<file path="config.mk">
export PLATFORM = sky130hd
export DESIGN_NAME = serial_adder
export DESIGN_NICKNAME = d
export VERILOG_FILES = /design/src/rtl/serial_adder_pkg.sv /design/src/rtl/half_adder.sv /design/src/rtl/serial_adder_full_adder.sv /design/src/rtl/serial_adder.sv
export SDC_FILE = /design/constraint.sdc
export NUM_CORES = 1
export LEC_CHECK = 0
export ABC_AREA = 1
export CAP_MARGIN = 25
export CORE_MARGIN = 10
export CORE_UTILIZATION = 35
export CTS_CLUSTER_DIAMETER = 100
export DETAILED_ROUTE_END_ITERATION = 16
export MAX_ROUTING_LAYER = met4
export PLACE_DENSITY = 0.58
export SLEW_MARGIN = 20
export SYNTH_ARGS = -nofsm -noshare
export SYNTH_HDL_FRONTEND = slang
export SYNTH_SLANG_ARGS = --single-unit
</file>
<file path="constraint.sdc">
create_clock -name clk -period 2.6 [get_ports clk]
set_clock_uncertainty 0.05 [all_clocks]
set_input_delay 0.39 -clock clk [delete_from_list [all_inputs] [get_ports clk]]
set_output_delay 0.39 -clock clk [all_outputs]
set_load 0.02 [all_outputs]
</file>
<file path="src/rtl/serial_adder_pkg.sv">
// Shared types and helpers for the bit-serial adder.
package serial_adder_pkg;

  // Controller states: idle, shifting bits, one-cycle result strobe
  typedef enum logic [1:0] {
    IDLE = 2'd0,
    RUN  = 2'd1,
    DONE = 2'd2
  } state_t;

  // Bit-counter width: enough to count 0..width-1, never narrower than one bit
  function automatic int calc_cw(input int width);
    return (width <= 1) ? 1 : $clog2(width);
  endfunction

endpackage

</file>
<file path="src/rtl/half_adder.sv">
// Gate-library half adder: sum and carry of two bits.
module half_adder (
  input  logic a,
  input  logic b,
  output logic s,
  output logic c
);

  assign s = a ^ b;
  assign c = a & b;

endmodule

</file>
<file path="src/rtl/serial_adder_full_adder.sv">
// One-bit full adder built from two half adders.
module full_adder (
  input  logic a,
  input  logic b,
  input  logic ci,
  output logic s,
  output logic co
);

  logic s0;
  logic c0;
  logic c1;

  half_adder u_ha0 (
    .a (a),
    .b (b),
    .s (s0),
    .c (c0)
  );

  half_adder u_ha1 (
    .a (s0),
    .b (ci),
    .s (s),
    .c (c1)
  );

  // Only one of the two half adders can generate a carry at a time
  assign co = c0 | c1;

endmodule

</file>
<file path="src/rtl/serial_adder.sv">
// LSB-first bit-serial adder: one full adder plus a carry flip-flop,
// one operand bit per clock, start/busy/done handshake.
module serial_adder
  import serial_adder_pkg::*;
#(
  parameter int WIDTH = 8
) (
  input  logic             clk,
  input  logic             rst_n,
  input  logic             start,
  input  logic [WIDTH-1:0] a,
  input  logic [WIDTH-1:0] b,
  input  logic             cin,
  output logic             busy,
  output logic             done,
  output logic [WIDTH-1:0] sum,
  output logic             cout
);

  localparam int CW = calc_cw(WIDTH);
  localparam logic [CW-1:0] LAST_CNT = CW'(WIDTH - 1);

  state_t          state;
  logic [WIDTH-1:0] a_sr;
  logic [WIDTH-1:0] b_sr;
  logic [WIDTH-1:0] res_sr;
  logic [WIDTH-1:0] res_next;
  logic             carry_q;
  logic [CW-1:0]    cnt;
  logic             fa_s;
  logic             fa_co;

  full_adder u_fa (
    .a  (a_sr[0]),
    .b  (b_sr[0]),
    .ci (carry_q),
    .s  (fa_s),
    .co (fa_co)
  );

  // New sum bit enters at the MSB; a one-bit build has nothing to shift
  generate
    if (WIDTH == 1) begin : g_res_w1
      assign res_next = fa_s;
    end else begin : g_res_wn
      assign res_next = {fa_s, res_sr[WIDTH-1:1]};
    end
  endgenerate

  // Handshake outputs decode straight from state so reset clears them at once
  assign busy = (state == RUN);
  assign done = (state == DONE);

  // Controller, operand shifters, carry flop and result registers
  always_ff @(posedge clk or negedge rst_n) begin
    if (!rst_n) begin
      state   <= IDLE;
      a_sr    <= '0;
      b_sr    <= '0;
      res_sr  <= '0;
      carry_q <= 1'b0;
      cnt     <= '0;
      sum     <= '0;
      cout    <= 1'b0;
    end else begin
      case (state)
        IDLE: begin
          if (start) begin
            a_sr    <= a;
            b_sr    <= b;
            carry_q <= cin;
            cnt     <= '0;
            state   <= RUN;
          end
        end
        RUN: begin
          res_sr  <= res_next;
          a_sr    <= a_sr >> 1;
          b_sr    <= b_sr >> 1;
          carry_q <= fa_co;
          if (cnt == LAST_CNT) begin
            cnt   <= '0;
            sum   <= res_next;
            cout  <= fa_co;
            state <= DONE;
          end else begin
            cnt <= cnt + CW'(1);
          end
        end
        DONE: begin
          if (start) begin
            a_sr    <= a;
            b_sr    <= b;
            carry_q <= cin;
            cnt     <= '0;
            state   <= RUN;
          end else begin
            state <= IDLE;
          end
        end
        default: state <= IDLE;
      endcase
    end
  end

endmodule

</file>
After elaboration in Yosys (flattened, before gate mapping)
Cells that the tools add are included.
{"block": "word_totals", "regBits": 39, "input_bits": 20, "word_cells": 39}
{"block": "op_classes", "addsub": 1, "eq_ne": 6, "mux": 13, "bitwise_logic": 5, "reduce_logical": 6}
{"op": "$pmux 8 s2", "count": 2}
{"op": "$mux 8", "count": 2}
{"op": "$mux 3", "count": 2}
{"op": "$pmux 2 s3", "count": 1}
{"op": "$pmux 3 s2", "count": 1}
{"op": "$reduce_and 2->1", "count": 3}
{"op": "$mux 2", "count": 2}
{"op": "$ne 2x1->1 const B", "count": 2}
{"op": "$add 3x1->3 const B", "count": 1}
{"op": "$eq 3x3->1 const B", "count": 1}
{"op": "$and 1x1->1", "count": 2}
{"op": "$eq 2x1->1 const B", "count": 1}
{"op": "$eq 2x2->1 const B", "count": 1}
{"op": "$logic_not 2->1", "count": 1}
{"op": "$mux 1", "count": 2}
{"op": "$ne 2x2->1 const B", "count": 1}
{"op": "$pmux 1 s2", "count": 1}
{"op": "$reduce_bool 2->1", "count": 1}
{"op": "$reduce_or 2->1", "count": 1}
{"op": "$xor 1x1->1", "count": 2}
{"op": "$or 1x1->1", "count": 1}

Logic depth before layout (Yosys ltp)
Gate-level depths: netlist of the first run.
{"block": "logic_depth", "word_depth": 4, "ltp_mapped": 7}

By module
Synthesis of the first run repeated with hierarchy kept, for this count alone.
{"block": "unflattened", "cells_unflattened": 219, "hier_area_um2": 1804.2}
{"mod": "serial_adder", "n_inst": 1, "cells_per_inst": 214, "area_each_um2": 1767.9}
{"mod": "half_adder", "n_inst": 2, "cells_per_inst": 1, "area_each_um2": 12.5}
{"mod": "full_adder", "n_inst": 1, "cells_per_inst": 3, "area_each_um2": 11.3}

Worst setup path after synthesis of the first run
No wires, ideal clock.
{"block": "synth_timing", "path_type": "reg-to-output", "start": "register state[0]", "end": "output port done", "arrival_ns": 0.963, "t_required_ns": 2.160, "setup_slack_ns": 1.197, "stages_incl_launch_ff": 4, "cell_sequence": "dfrtp_1 > buf_6 > buf_2 > nor2_1"}
{"block": "synth_via", "elab_chain_len": 1}
{"element": "from (decl)", "line_no": "serial_adder.sv:23", "source": "state_t state;"}
{"element": "from (signal assigned)", "line_no": "serial_adder.sv:57", "source": "state <= IDLE;"}
{"element": "from (signal assigned)", "line_no": "serial_adder.sv:73", "source": "state <= RUN;"}
{"element": "from (signal assigned)", "line_no": "serial_adder.sv:85", "source": "state <= DONE;"}
{"element": "$eq 2x2->1", "line_no": "serial_adder.sv:52", "source": "assign done = (state == DONE);"}
{"element": "to (decl)", "line_no": "serial_adder.sv:15", "source": "output logic done,"}
No other way between the ends.

Final worst setup path of the first run
{"block": "layout_timing", "start": "register state[0]", "end": "output port busy"}
{"block": "layout_via", "elab_chain_len": 1}
{"element": "$eq 2x1->1", "line_no": "serial_adder.sv:51", "source": "assign busy = (state == RUN);"}
{"element": "to (decl)", "line_no": "serial_adder.sv:14", "source": "output logic busy,"}
No other way between the ends.

==> run_results.csv, run 1 <==
group,metric,value,unit
synthesis,synth.area.top_cells,"dfrtp_1 53%, nand2_1 23%, nand3_1 9.5%",
synthesis,synth_cell_types,16,
global_routing,grt_busiest_layer,"met2",
floorplanning,die_area,8390,sq um
sta,drv_slew,0,
floorplanning,io_pins,31,
clock_network,cts_resized,0,
global_routing,grt_pass1_vias,1424,
power,p_seq_frac,0.404,
global_routing,use_met3,0.0337,
synthesis,yosysMostFrequentCell,"nand2_1",
synthesis,netlist_top_cells_count,"108 x nand2_1, 38 x dfrtp_1, 34 x nand3_1",
clock_network,cts_max_level,2,
setup_path,crit_arrival,1.88,ns
synthesis,syn_inst,215,
setup_path,cp_max_fo,19,
clock_network,cts_buffers,5,
synthesis,ys_seq_elements,38,
route,drt-initial-drc-count,100,
floorplanning,die_y,91.6,um
clock_network,insertion_delay,0.28,ns
synthesis,synthFlopType,"dfrtp_1",
global_routing,antenna_found_initial,0,
worst_hold_path,holdCritPathClass,"input pin to async pin",
setup_path,worst_setup_path_start_kind,"flop",
clock_network,cts.clk_slew.worst_paths,0.07,ns
setup_path,path_class,"flop to primary output",
synthesis,yosys.area_share.adder,0.0251,
power,clock_power_share,0.162,
global_routing,grt_overflow,0,
setup_path,r2r_cells,5,
clock_network,cts_sinks,38,
floorplanning,core_area,4850,sq um
sta,layout_min_cycle_time,2.32,ns
final_layout,fill_cells,490,
setup_path,critPathMaxStageDelay,0.68,ns
clock_network,cts.hold.buffers_added,0,
setup_path,cp_cell_sequence,"inv_6 > nor2_4 > clkdlybuf4s50_1",
power,cellPowerDensity,1150,nW/um^2
status,outcome,"completed",
route,drt_first_pass_iters,4,
power,power.switching,1020,uW
global_routing,gr-usage-met1,0.123,
synthesis,synth_edf_count,0,
route,antenna_left,0,
final_layout,fin_nets,265,
synthesis,yosysWarningCount,0,
synthesis,ys_async_sr_fraction,1.00,
power,p_leak,0.00114,uW
sta,period_share,0.893,
synthesis,synthXorXnorAreaFrac,0,
final_layout,diodes,0,
global_routing,grt_pass1_wl,6.64,mm
power,combPwrFrac,0.433,
floorplanning,start_util,0.370,
global_routing,track_usage,0.0998,
place,numPortBuffers,30,
floorplanning,die_x,91.6,um
sta,setup_viol,0,
setup_path,worst_ep_required_time,2.16,ns
clock_network,cts.path.max_buffers,2,
sta,rsz0062_at_grt,"false",
global_routing,grt_start_max_net_pins,39,
final_layout,final_area,2180,sq um
sta,max_freq,431,MHz
place,dpl_cell_area,2080,sq um
route,wl_per_cell,12.4,um
synthesis,synth_top_family_by_area,"simple AND/OR/NAND/NOR gates",
route,wirelength,3.86,mm
sta,hold_viol_final,0,
sta,slew_headroom,0.433,
synthesis,syn_area_per_cell,8.34,sq um
synthesis,synth.top_cell.area_share,0.530,
synthesis,yosysTopAreaCell,"dfrtp_1",
power,p_int,1490,uW
clock_network,tritoncts,"done",
clock_network,root_buffer,"clkbuf_8",
power,peakVddDrop,0.635,mV
route,vias,1422,
global_routing,grt.met2_usage,0.152,
synthesis,synthesis.nets,238,
synthesis,syn-cell-area,1790,sq um
route,drc,0,
sta,final.setup.tns,0,ns
synthesis,synth-simple-area-share,0.348,
final_layout,final_layout_size_suffix_gt1_frac,0.0658,
synthesis,synth_mux_area_frac,0,
sta,timing.hold.ws,0.167,ns
setup_path,crit_slowest_cell,"dfrtp_1",
place,place.gp.congestion,0.753,
route,vias_per_cell,4.59,
synthesis,synth_compound_area_frac,0.0195,
setup_path,cp-end-kind,"primary output",
clock_network,cts_setup_buffers,0,
sta,worst_pin_slew,0.851,ns
synthesis,yosysSeqAreaShare,0.530,
final_layout,area_delta_synth_final,21.4,%
power,switching_share,0.408,
place,hpwl,2.56,mm
job,maxCapViolCount,0,
floorplanning,rows,25,
-- cells in the final DEF (no fill, tap or decap) --
cell type / netlist / final
buf_2: 1 / 1
buf_4: 5 / 2
clkbuf_1: 0 / 1
clkbuf_8: 0 / 6
clkdlybuf4s50_1: 0 / 29
clkinv_2: 0 / 1
dfrtp_1: 38 / 38
fa_1: 1 / 1
ha_1: 2 / 2
inv_1: 6 / 6
inv_2: 1 / 1
inv_6: 1 / 1
nand2_1: 108 / 108
nand2_4: 3 / 3
nand3_1: 34 / 34
nor2_1: 1 / 1
nor2_4: 1 / 1
o21ai_0: 7 / 7
-- layout make-up --
type / instances / area, sq um / share of cell area
multi-input combinational: 157 / 704 / 0.324
timing repair buffer: 32 / 310 / 0.143
sequential: 38 / 951 / 0.437
clock buffer: 7 / 86.3 / 0.0397
tap: 67 / 83.8 / 0.0385
clock inverter: 1 / 5.00 / 0.00230
inverter: 8 / 35.0 / 0.0161
-- critical path: cells and delay by family (launching register included) --
kind	cells	cell delay [ns]
buffers and inverters	2	0.78
flip-flops	1	0.68
AND/OR/NAND/NOR	1	0.13
-- routing by layer --
layer	wire (um)	vias to the layer above
met5	0	-
met4	28	0
met2	1800	26
met1	1890	664
li1	-	730
met3	137	2
-- power by group through the flow --
stage / clock [uW] / sequential, uW / combinational, uW
floorplan: 0 / 1050 / 820
global placement: 0 / 1020 / 1090
detailed placement: 0 / 1030 / 1110
CTS: 425 / 1020 / 1120
global route: 445 / 1050 / 1270
finish: 408 / 1020 / 1090
-- registers in the layout, summed over array words and instances (netlist names) --
name,count
sum,8
state,2
b_sr,8
a_sr,8
res_sr,7
carry_q,1
cout,1
cnt,3
-- cell families after synthesis --
family,Yosys count
AOI/OAI and AO/OA,7
adders and majority gates,3
and+or+nand+nor,147
buffers and inverters,20
DFF,38
-- stage by stage --
step	worst slack [ns]	total power [uW]	utilization	instances
6_report	0.279	2510	0.449	310
5_1_grt	0.133	2760	0.449	310
4_1_cts	0.221	2560	0.449	310
3_5_place_dp	0.542	2140	0.430	302
3_3_place_gp	0.586	2110	0.430	302
2_1_floorplan	1.20	1870	-	215
-- path summary, 6_finish.rpt --
check	start	end	slack [ns]
max	state[0]$_DFFE_PN0P_	busy	0.28
min	rst_n	sum[0]$_DFFE_PN0P_	0.17
max reg2reg	cnt[0]$_DFFE_PN0P_	sum[2]$_DFFE_PN0P_	0.85
min reg2reg	sum[0]$_DFFE_PN0P_	sum[0]$_DFFE_PN0P_	0.43
max in group asynchronous	rst_n	cout$_DFFE_PN0P_	1.80
min in group clk	sum[0]$_DFFE_PN0P_	sum[0]$_DFFE_PN0P_	0.43
Note: power is estimated with default switching activity, not from simulation.
==> inputs of run 2 (changes only) <==
- CORE_UTILIZATION: 35 -> 56
- PLACE_DENSITY: 0.58 -> 0.85
- SLEW_MARGIN: 20 -> default
==> run_results.csv, run 2 (synthesis results as in run 1) <==
group,metric,value,unit
global_routing,grt_start_max_net_pins,39,
final_layout,final_common_cell,"nand2_1",
route,drt_first_pass_iters,4,
final_layout,final_area,2170,sq um
power,cellPowerDensity,1220,nW/um^2
route,drc,0,
setup_path,cp_max_fo,19,
power,switching_share,0.395,
power,power.switching,1050,uW
place,numPortBuffers,30,
place,place.gp.congestion,0.754,
final_layout,fill_cells,243,
clock_network,cts_setup_buffers,0,
clock_network,cts_max_level,2,
power,p_leak,0.00115,uW
setup_path,crit_slowest_cell,"clkdlybuf4s50_1",
status,outcome,"completed",
power,p_int,1600,uW
global_routing,grt_pass1_vias,1439,
route,antenna_left,0,
final_layout,final_layout_size_suffix_gt1_frac,0.0700,
setup_path,cp-end-kind,"primary output",
place,hpwl,2.42,mm
floorplanning,die_x,76.6,um
final_layout,fin_nets,265,
route,wl_per_cell,13.0,um
final_layout,layout_common_cells,"108 x nand2_1, 38 x dfrtp_1, 34 x nand3_1, 29 x clkdlybuf4s50_1, 7 x o21ai_0",
setup_path,worst_ep_required_time,2.16,ns
setup_path,worst_setup_path_start_kind,"flop",
route,vias,1484,
clock_network,cts.clk_slew.worst_paths,0.12,ns
power,p_seq_frac,0.378,
clock_network,cts_resized,0,
sta,slew_headroom,0.457,
clock_network,tritoncts,"done",
power,peakVddDrop,0.674,mV
clock_network,root_buffer,"clkbuf_4",
job,maxCapViolCount,0,
floorplanning,die_area,5870,sq um
setup_path,path_class,"flop to primary output",
sta,final.setup.tns,0,ns
floorplanning,start_util,0.587,
global_routing,antenna_found_initial,0,
clock_network,insertion_delay,0.35,ns
route,drt-initial-drc-count,180,
setup_path,crit_arrival,1.67,ns
clock_network,cts.path.max_buffers,2,
sta,setup_viol,0,
sta,period_share,0.811,
place,dpl_cell_area,2060,sq um
global_routing,grt_overflow,0,
floorplanning,rows,20,
sta,layout_min_cycle_time,2.11,ns
floorplanning,die_y,76.6,um
global_routing,grt_pass1_wl,6.69,mm
final_layout,diodes,0,
floorplanning,core_area,3050,sq um
final_layout,area_delta_synth_final,20.9,%
route,wirelength,3.74,mm
floorplanning,io_pins,31,
global_routing,track_usage,0.142,
clock_network,cts_buffers,5,
route,vias_per_cell,5.17,
clock_network,cts.hold.buffers_added,0,
final_layout,utilization,0.710,
sta,worst_pin_slew,0.814,ns
sta,drv_slew,0,
power,clock_power_share,0.197,
sta,max_freq,475,MHz
sta,hold_viol_final,0,
worst_hold_path,holdCritPathClass,"input pin to async pin",
sta,rsz0062_at_grt,"false",
power,combPwrFrac,0.425,
setup_path,critPathMaxStageDelay,0.61,ns
clock_network,cts_sinks,38,
setup_path,cp_cell_sequence,"inv_6 > nor2_4 > clkdlybuf4s50_1",
final_layout,largestRegisters,"a_sr: 8 flops, b_sr: 8 flops, sum: 8 flops",
==> run 2: cell types whose count changed in the layout (fill, tap and decap cells not counted) <==
cell / before / now
bufinv_16: 0 / 2
clkbuf_4: 0 / 5
clkinv_2: 1 / 0
clkbuf_8: 6 / 1
clkbuf_1: 1 / 0
==> run 2: worst paths after layout <==
kind | startpoint | endpoint | slack [ns] | cells after the start
setup / recovery | state[0]$_DFFE_PN0P_ | busy | 0.49 | 3
hold / removal | rst_n | sum[2]$_DFFE_PN0P_ | 0.07 | 1
setup reg to reg | cnt[0]$_DFFE_PN0P_ | sum[6]$_DFFE_PN0P_ | 0.80 | 5
hold reg to reg | sum[3]$_DFFE_PN0P_ | sum[3]$_DFFE_PN0P_ | 0.44 | 2
max in group asynchronous | rst_n | b_sr[1]$_DFFE_PN0P_ | 1.92 | 1
min in group clk | sum[3]$_DFFE_PN0P_ | sum[3]$_DFFE_PN0P_ | 0.44 | 2
==> run 2: layout make-up <==
class                      count  area (sq um)  area share
sequential                    38           951       0.439
multi-input combinational    157           704       0.325
timing repair buffer          32           310       0.143
clock inverter                 2          60.1      0.0277
tap                           44          55.1      0.0254
clock buffer                   6          51.3      0.0237
inverter                       8          35.0      0.0162
==> run 2: power by group through the flow <==
stage	logic, uW	clock network (uW)	registers, uW
global placement	1090	0	999
detailed placement	1120	0	1010
floorplan	820	0	1050
global route	1280	553	1040
finish	1120	522	999
CTS	1140	525	998
==> run 2: metrics by stage <==
step | setup WS, ns | hold slack (ns) | total power (uW) | instances
6_report | 0.493 | 0.0705 | 2650 | 287
5_1_grt | 0.411 | 0.104 | 2880 | 287
3_3_place_gp | 0.874 | 0.412 | 2080 | 279
2_1_floorplan | 1.20 | 0.0444 | 1870 | 215
4_1_cts | 0.477 | 0.100 | 2660 | 287
3_5_place_dp | 0.797 | 0.415 | 2130 | 279
==> run 2: routing by layer <==
metal  up-vias  GRT usage  wire, um
li1        724          -         -
met1       706      0.173      1670
met2        48      0.215      1830
met3         6     0.0472       176
met4         0     0.0520        65
met5         -          -         0
==> run 2: critical path: cells and delay by family, from the launching register on <==
family        cells  cell delay (ns)
flops             1             0.48
buf+inv           2             0.73
simple gates      1             0.11
==> inputs of run 3 (changes only) <==
- CORE_UTILIZATION: 56 -> 52
- PLACE_DENSITY: 0.85 -> 0.8
- clock period: 2.6 -> 2.12 ns (I/O delays scaled with it)
==> run_results.csv, run 3 (synthesis results as in run 1) <==
group,metric,value,unit
status,outcome,"completed",
setup_path,cp_cell_sequence,"inv_6 > nor2_4 > clkdlybuf4s50_1",
final_layout,final_layout_size_suffix_gt1_frac,0.0779,
floorplanning,die_x,78.7,um
sta,rsz0062_at_grt,"false",
setup_path,worst_setup_path_start_kind,"flop",
clock_network,cts.clk_slew.worst_paths,0.10,ns
power,power.switching,1250,uW
sta,period_share,0.942,
power,total_power,3050,uW
sta,drv_slew,0,
global_routing,grt_pass1_wl,6.44,mm
power,cellPowerDensity,1420,nW/um^2
clock_network,cts_resized,0,
setup_path,worst_ep_required_time,1.75,ns
setup_path,cp-end-kind,"primary output",
sta,max_freq,501,MHz
route,wl_per_cell,12.6,um
clock_network,cts.hold.buffers_added,0,
final_layout,final_area,2150,sq um
global_routing,track_usage,0.130,
global_routing,grt_overflow,0,
sta,worst_pin_slew,0.818,ns
setup_path,cp_max_fo,19,
job,maxCapViolCount,0,
power,switching_share,0.411,
setup_path,r2r_cells,5,
final_layout,diodes,0,
setup_path,crit_arrival,1.63,ns
route,drc,0,
worst_hold_path,holdCritPathClass,"input pin to async pin",
floorplanning,io_pins,31,
setup_path,crit_slowest_cell,"clkdlybuf4s50_1",
route,drt-initial-drc-count,110,
clock_network,insertion_delay,0.34,ns
clock_network,cts_buffers,5,
clock_network,cts_max_level,2,
clock_network,cts.path.max_buffers,2,
final_layout,final_common_cell,"nand2_1",
clock_network,cts_sinks,38,
sta,final.setup.tns,0,ns
power,combPwrFrac,0.449,
sta,layout_min_cycle_time,2.00,ns
global_routing,grt_pass1_vias,1388,
place,dpl_cell_area,2070,sq um
floorplanning,core_area,3340,sq um
setup_path,critPathMaxStageDelay,0.62,ns
power,clock_power_share,0.148,
place,dp_slack,0.379,ns
floorplanning,die_y,78.7,um
sta,slew_headroom,0.455,
power,p_seq_frac,0.403,
place,hpwl,2.44,mm
sta,timing.hold.ws,0.0181,ns
setup_path,path_class,"flop to primary output",
place,numPortBuffers,30,
clock_network,root_buffer,"clkbuf_4",
final_layout,largestRegisters,"a_sr: 8 flops, b_sr: 8 flops, sum: 8 flops",
global_routing,antenna_found_initial,0,
power,p_int,1790,uW
clock_network,tritoncts,"done",
final_layout,area_delta_synth_final,19.7,%
place,place.gp.congestion,0.758,
final_layout,layout_common_cells,"108 x nand2_1, 37 x dfrtp_1, 34 x nand3_1, 29 x clkdlybuf4s50_1, 7 x o21ai_0",
sta,setup_viol,0,
route,wirelength,3.65,mm
power,peakVddDrop,0.707,mV
floorplanning,die_area,6200,sq um
clock_network,cts_setup_buffers,0,
power,p_leak,0.00114,uW
route,vias,1440,
sta,setup_ws,0.123,ns
global_routing,grt_start_max_net_pins,39,
sta,hold_viol_final,0,
route,drt_first_pass_iters,4,
floorplanning,start_util,0.537,
route,vias_per_cell,4.97,
final_layout,fin_nets,266,
route,antenna_left,0,
floorplanning,rows,21,
[run 3: cell type report]
type / instances / area, sq um
multi-input combinational: 157 / 704
sequential: 38 / 952
clock buffer: 8 / 78.8
tap: 46 / 57.6
timing repair buffer: 33 / 318
inverter: 8 / 35.0
fill: 294 / 1190
[run 3: path summary, 6_finish.rpt]
path / from / end / slack, ns
setup reg to reg: cnt[0]$_DFFE_PN0P_ / sum[7]$_DFFE_PN0P_ / 0.67
hold / removal: rst_n / a_sr[7]$_DFFE_PN0P_ / 0.02
max in group asynchronous: rst_n / state[0]$_DFFE_PN0P_ / 1.44
setup / recovery: state[0]$_DFFE_PN0P_ / busy / 0.12
hold reg to reg: sum[5]$_DFFE_PN0P_ / sum[5]$_DFFE_PN0P_ / 0.43
min in group clk: sum[5]$_DFFE_PN0P_ / sum[5]$_DFFE_PN0P_ / 0.43
[run 3: per-layer routing]
metal / track usage / wire (um)
met1: 0.157 / 1680
met5: - / 0
met4: 0.0430 / 39
met2: 0.201 / 1730
met3: 0.0439 / 192
[run 3: stage by stage]
step                      utilization  cells
final                           0.643    290
after global routing            0.643    290
after CTS                       0.643    290
after detailed placement        0.619    282
after global placement          0.619    282
after floorplan                     -    215
[run 3: power groups by stage]
stage               Combinational (uW)  Clock (uW)  Sequential [uW]
CTS                               1390         457             1230
global route                      1570         497             1270
global placement                  1340           0             1230
detailed placement                1370           0             1240
finish                            1370         451             1230
floorplan                         1010           0             1280
[run 3: worst max-delay path: cells and delay by family (launching register included)]
family                 cells  cell delay (ns)
buffers and inverters      2             0.73
DFF                        1             0.47
and+or+nand+nor            1             0.10
